$ cat src/rtl/reset_sequencer.sv
// reset_sequencer: staged per-domain reset release with fault/timeout lockout and reverse-order soft drain
module reset_sequencer #(
    parameter int NUM_STAGES = 3,
    parameter int REL_DLY    = 50000,
    parameter int ACK_TMO    = 5000000
) (
    input  logic                          clk,
    input  logic                          rst_n,
    input  logic [NUM_STAGES-1:0]         stage_ack,
    input  logic                          soft_rst_req,
    input  logic                          fault,
    output logic [NUM_STAGES-1:0]         stage_rst_n,
    output logic                          all_ready,
    output logic                          busy,
    output logic [1:0]                    err_code,
    output logic [$clog2(NUM_STAGES)-1:0] err_stage
);
    localparam int IW   = $clog2(NUM_STAGES);
    localparam int CMAX = (REL_DLY > ACK_TMO) ? REL_DLY : ACK_TMO;
    localparam int CW   = (CMAX > 2) ? $clog2(CMAX) : 1;
    localparam logic [CW-1:0] REL_LAST = CW'(REL_DLY - 1);
    localparam logic [CW-1:0] TMO_LAST = CW'(ACK_TMO - 1);
    localparam logic [IW-1:0] IDX_LAST = IW'(NUM_STAGES - 1);
    localparam logic [1:0] E_NONE = 2'b00, E_TMO = 2'b01, E_FAULT = 2'b10, E_LOST = 2'b11;

    typedef enum logic [2:0] {HOLD, DLY, ACK, RUN, DRAIN, ERR} state_t;

    state_t                r_state, w_state_nxt;
    logic [IW-1:0]         r_idx, w_idx_nxt, r_err_stage, w_err_stage_nxt, w_low;
    logic [CW-1:0]         r_cnt, w_cnt_nxt;
    logic [NUM_STAGES-1:0] r_rst, w_rst_nxt, w_drained;
    logic [1:0]            r_err_code, w_err_code_nxt;
    logic                  r_all_ready, w_all_ready_nxt, r_busy, w_busy_nxt;

    assign stage_rst_n = r_rst;
    assign all_ready   = r_all_ready;
    assign busy        = r_busy;
    assign err_code    = r_err_code;
    assign err_stage   = r_err_stage;

    // Released stages always form a contiguous run from bit 0, so dropping the highest is a shift
    assign w_drained = r_rst >> 1;

    always_comb begin
        w_low = '0;
        for (int k = NUM_STAGES - 1; k >= 0; k--)
            if (!stage_ack[k]) w_low = IW'(k);
    end

    always_ff @(posedge clk or negedge rst_n) begin
        if (!rst_n) begin
            r_state     <= HOLD;
            r_idx       <= '0;
            r_cnt       <= '0;
            r_rst       <= '0;
            r_err_code  <= E_NONE;
            r_err_stage <= '0;
            r_all_ready <= 1'b0;
            r_busy      <= 1'b1;
        end else begin
            r_state     <= w_state_nxt;
            r_idx       <= w_idx_nxt;
            r_cnt       <= w_cnt_nxt;
            r_rst       <= w_rst_nxt;
            r_err_code  <= w_err_code_nxt;
            r_err_stage <= w_err_stage_nxt;
            r_all_ready <= w_all_ready_nxt;
            r_busy      <= w_busy_nxt;
        end
    end

    always_comb begin
        w_state_nxt     = r_state;
        w_idx_nxt       = r_idx;
        w_cnt_nxt       = r_cnt;
        w_rst_nxt       = r_rst;
        w_err_code_nxt  = r_err_code;
        w_err_stage_nxt = r_err_stage;
        if (fault && r_state != ERR) begin
            w_state_nxt     = ERR;
            w_rst_nxt       = '0;
            w_err_code_nxt  = E_FAULT;
            w_err_stage_nxt = r_idx;
        end else if (soft_rst_req && (r_state == DLY || r_state == ACK || r_state == RUN)) begin
            w_rst_nxt   = w_drained;
            w_state_nxt = (w_drained == '0) ? HOLD : DRAIN;
        end else begin
            case (r_state)
                HOLD: w_state_nxt = DLY;
                DLY: begin
                    if (r_cnt == REL_LAST) begin
                        w_rst_nxt[r_idx] = 1'b1;
                        w_state_nxt      = ACK;
                    end else
                        w_cnt_nxt = r_cnt + CW'(1);
                end
                ACK: begin
                    if (stage_ack[r_idx]) begin
                        w_state_nxt = (r_idx == IDX_LAST) ? RUN : DLY;
                        w_idx_nxt   = (r_idx == IDX_LAST) ? r_idx : r_idx + IW'(1);
                    end else if (r_cnt == TMO_LAST) begin
                        w_state_nxt     = ERR;
                        w_rst_nxt       = '0;
                        w_err_code_nxt  = E_TMO;
                        w_err_stage_nxt = r_idx;
                    end else
                        w_cnt_nxt = r_cnt + CW'(1);
                end
                RUN: begin
                    if (!(&stage_ack)) begin
                        w_state_nxt     = ERR;
                        w_rst_nxt       = '0;
                        w_err_code_nxt  = E_LOST;
                        w_err_stage_nxt = w_low;
                    end
                end
                DRAIN: begin
                    if (r_cnt == REL_LAST) begin
                        w_rst_nxt   = w_drained;
                        w_cnt_nxt   = '0;
                        w_state_nxt = (w_drained == '0) ? HOLD : DRAIN;
                    end else
                        w_cnt_nxt = r_cnt + CW'(1);
                end
                ERR: begin
                    if (soft_rst_req && !fault) begin
                        w_state_nxt     = HOLD;
                        w_err_code_nxt  = E_NONE;
                        w_err_stage_nxt = '0;
                    end
                end
                default: w_state_nxt = HOLD;
            endcase
        end
        if (w_state_nxt != r_state) w_cnt_nxt = '0;
        if (w_state_nxt == HOLD) w_idx_nxt = '0;
    end

    always_comb begin
        w_all_ready_nxt = (w_state_nxt == RUN);
        w_busy_nxt      = !(w_state_nxt == RUN || w_state_nxt == ERR);
    end
endmodule

$ cat config.mk
export PLATFORM = sky130hd
export DESIGN_NAME = reset_sequencer
export DESIGN_NICKNAME = d
export VERILOG_FILES = /design/src/rtl/reset_sequencer.sv
export SDC_FILE = /design/constraint.sdc
export NUM_CORES = 1
export LEC_CHECK = 0
export BUFFER_PORTS_ARGS = -buffer_cell sky130_fd_sc_hd__buf_2
export CORE_ASPECT_RATIO = 1.25
export CORE_MARGIN = 2
export CORE_UTILIZATION = 61
export CTS_CLUSTER_SIZE = 40
export DETAILED_ROUTE_END_ITERATION = 16
export PLACE_DENSITY = 0.8
export SLEW_MARGIN = 25
export SYNTH_ARGS = -nofsm -noshare
export SYNTH_HDL_FRONTEND = slang
export SYNTH_SLANG_ARGS = --single-unit
$ cat constraint.sdc
create_clock -name clk -period 3.1 [get_ports clk]
set_clock_uncertainty 0.15 [all_clocks]
set_input_delay 0.465 -clock clk [delete_from_list [all_inputs] [get_ports clk]]
set_output_delay 0.465 -clock clk [all_outputs]
set_load 0.02 [all_outputs]
==> reports/metrics.yaml <==
setup_path:
  setup.worst_path.end_class: "register"
  crit_fanout: 9
  r2r-end: "r_cnt[4]$_DFFE_PN0P_"
  cpLargestDelayFamily: "simple AND/OR/NAND/NOR gates"
  crit_slowest_cell: "or4b_1"
  cp.depth: 6
  cp_slowest_stage_delay_ns: 0.59
  critPathKind: "reg -> reg"
  crit_path_cell_trace: "or4b_1 -> or3_1 -> or2_1 -> or3_1 -> a41o_1 -> nor4bb_1"
  reg2reg_from: "r_cnt[7]$_DFFE_PN0P_"
  critPathBufInv: 0
  crit_start: "r_cnt[7]$_DFFE_PN0P_"
  cp.required_ns: 3.13
  cp-endpoint: "r_cnt[4]$_DFFE_PN0P_"
  path_common_cell: "or3_1"
  r2r_setup_slack_ns: 0.22
  arrival_ns: 2.91
  ff2ff_path_depth: 6
  cp-start-kind: "register"
power:
  combPwrFrac_pct: 21.6
  p_int_uw: 736.7
  leakagePower_nw: 1.201
  powerDensity_nw_per_um2: 358.6
  seqPwrFrac_pct: 46.6
  vdd.ir_drop.worst_mv: 0.3021
  p_sw_uw: 355.1
  switching_share_pct: 32.52
  pwr-share-clk_pct: 31.8
cts:
  cts_tree: "done"
  htree_levels: 2
  clk_pin_slew_worst_paths_ns: 0.08
  cts_inserted_buffers: 5
  post_cts_buffers: 0
  cts_root_buffer: "clkbuf_8"
  cts.sinks: 37
  insertion_delay_ns: 0.30
  clockBufferDepth: 2
  cts_hold_buffers: 0
finish:
  syn2layout_area_growth_pct: 9.693
  post-route-util_pct: 69.32
  antenna_cells: 0
  fin_nets: 344
  drive_gt1_share_pct: 16.77
sta:
  relSlewSlack_pct: 43.29
  finalCriticalPeriod_ns: 2.884
  rsz0062_at_grt: "no"
  finalSetupViolCount: 0
  hold_violations: 0
  fin_tns_setup_ns: 0
  fin_crit_sh_pct: 93.05
  drv_slew: 0
  max_freq_ghz: 0.3467
  worst_pin_slew_ns: 0.8507
global_route:
  globalRouteTotalUtil_pct: 29.77
  grt_pass1_vias: 2545
  grt_pass1_wl_um: 12070
  antenna_found_initial: 0
  grt_max_degree: 38
  grt_remaining_overflow: 0
yosys:
  synth_area_um2: 2775
  synth_top_area_share_pct: 32.46
  synth_most_common_cell: "dfrtp_1"
  ys.flop_type: "dfrtp_1"
  synth-seq-area-share_pct: 33.41
  async_flop_share_pct: 100.0
  synth_nets: 333
  synthCells: 322
  synth-seq-cells: 37
  synth_area_leaders: "dfrtp_1, or4_1, o21ai_0, a21oi_1, xor2_1"
  yosysUniqueCellTypes: 62
  synth-edff-count: 0
  synth-warning-count: 0
  synthTopCellsByCount: "dfrtp_1, o21ai_0, a21oi_1, nor2_1, nor3_1"
  syn_avg_cell_area_um2: 8.619
  yosys.area.top_type: "dfrtp_1"
place:
  placement.io_buffers: 15
  hpwl_um: 4985
  routabilityCongestion: 0.9835
detailed_routing:
  route.detailed.drc: 0
  drtIter0Drc: 286
  wl_per_cell_um: 18.01
  ant_nets: 0
  drt_first_pass_iters: 4
  wl_um: 7059
  via_per_inst: 6.824
  vias: 2675
die:
  die_x_um: 64.33
  initial_core_util_pct: 63.19
  io_pins: 16
  die_area_um2: 5108
  num_rows: 27
  die_height_um: 79.41
  coreArea_um2: 4392
outcome:
  outcome: "finished clean"
flow_run:
  drv_cap: 0
worst_hold_path:
  min_path_type: "in -> async"
==> worst min-delay path by stage <==
stage,startpoint,endpoint,depth (start not counted)
6_report,rst_n,stage_rst_n[0]$_DFFE_PN0P_,1
5_1_grt,rst_n,stage_rst_n[2]$_DFFE_PN0P_,1
4_1_cts,rst_n,stage_rst_n[0]$_DFFE_PN0P_,1
3_5_place_dp,stage_rst_n[0]$_DFFE_PN0P_,stage_rst_n[0]$_DFFE_PN0P_,1
3_3_place_gp,stage_rst_n[0]$_DFFE_PN0P_,stage_rst_n[0]$_DFFE_PN0P_,1
2_1_floorplan,rst_n,all_ready$_DFF_PN0_,0
==> through the flow <==
| step | setup WS [ns] | instance area [um2] | total power, mW | hold slack (ns) | cells |
|---|---|---|---|---|---|
| floorplan | 0.2905 | 2775 | 0.6748 | 0.01941 | 322 |
| global placement | 0.2893 | 2948 | 0.7473 | 0.3227 | 384 |
| detailed placement | 0.1978 | 2948 | 0.7502 | 0.3304 | 384 |
| CTS | 0.2021 | 3038 | 1.095 | 0.1465 | 392 |
| global route | 0.05980 | 3044 | 1.133 | 0.1905 | 392 |
| finish | 0.2155 | 3044 | 1.092 | 0.1144 | 392 |
==> sequential cells by signal (all words and copies together), names as in the netlist <==
signal and flops:
all_ready 1, busy 1, err_code 2, err_stage 2
r_cnt 23, r_idx 2, r_state 3, stage_rst_n 3
==> layout by cell type (no fill, tap or decap), types with 3 or more instances in the layout <==
master	Yosys	final
clkbuf_8	0	5
buf_2	8	15
nand4_1	8	8
a21oi_1	18	17
mux2_2	3	3
o22ai_1	3	3
nand2_1	15	15
dfrtp_1	36	36
nand4b_1	4	4
or4_1	14	14
nand3_1	7	7
o21ai_0	19	19
nor4_1	5	5
o22a_1	3	3
o31ai_1	11	11
nor3_1	17	17
a211oi_1	9	9
o211ai_1	6	6
or3_1	6	6
nor2_1	17	17
a31oi_1	3	3
inv_1	12	12
and3_1	6	6
nor2b_1	4	4
xor2_1	10	10
ha_1	4	4
a41oi_1	3	3
and2_1	6	6
buf_4	0	13
mux2i_1	4	4
o2111ai_1	5	4
==> cell families (layout without fill, tap and decap cells) <==
family	count (synthesis)	after routing	synth area share, %
buffers and inverters	38	50	5.816
AND/OR/NAND/NOR	129	129	28.72
adder cells (fa/ha/maj)	4	4	1.803
multiplexers	7	7	2.660
AO/OA/AOI/OAI	96	96	24.12
XOR/XNOR	11	11	3.472
flip-flops	37	37	33.41
==> worst register-to-register path: stages (launching register included) <==
cell and delay [ns]:
dfrtp_1 0.43, or4b_1 0.59, or3_1 0.50, or2_1 0.30
or3_1 0.40, a41o_1 0.26, nor4bb_1 0.13
==> power groups by stage <==
stage / clock network [mW] / registers (mW) / logic, mW
finish: 0.348 / 0.508 / 0.236
global route: 0.364 / 0.511 / 0.258
CTS: 0.354 / 0.508 / 0.233
detailed placement: 0 / 0.518 / 0.233
global placement: 0 / 0.517 / 0.230
floorplan: 0 / 0.530 / 0.145
==> layer usage <==
metal	up-vias	wire [um]	track usage, %
met2	90	3643	52.60
li1	1264	-	-
met4	0	170	11.28
met5	-	0	0
met1	1304	2944	36.62
met3	17	301	4.231
==> timing repair <==
action	4_1_cts	5_1_grt
gates resized for setup	0	1
endpoints found under the setup margin	0	1
endpoints found under the hold margin	0	0
==> layout make-up <==
class                   count  area [um2]
inverters                  12       45.04
multi-input cells         247        1697
repair buffers             30       212.7
clock inverters             3       21.27
flip-flops and latches     37       927.1
fillers                   387        1348
well taps                  58       72.57
clock buffers               5       68.82
(Power assumes the default switching activity.)
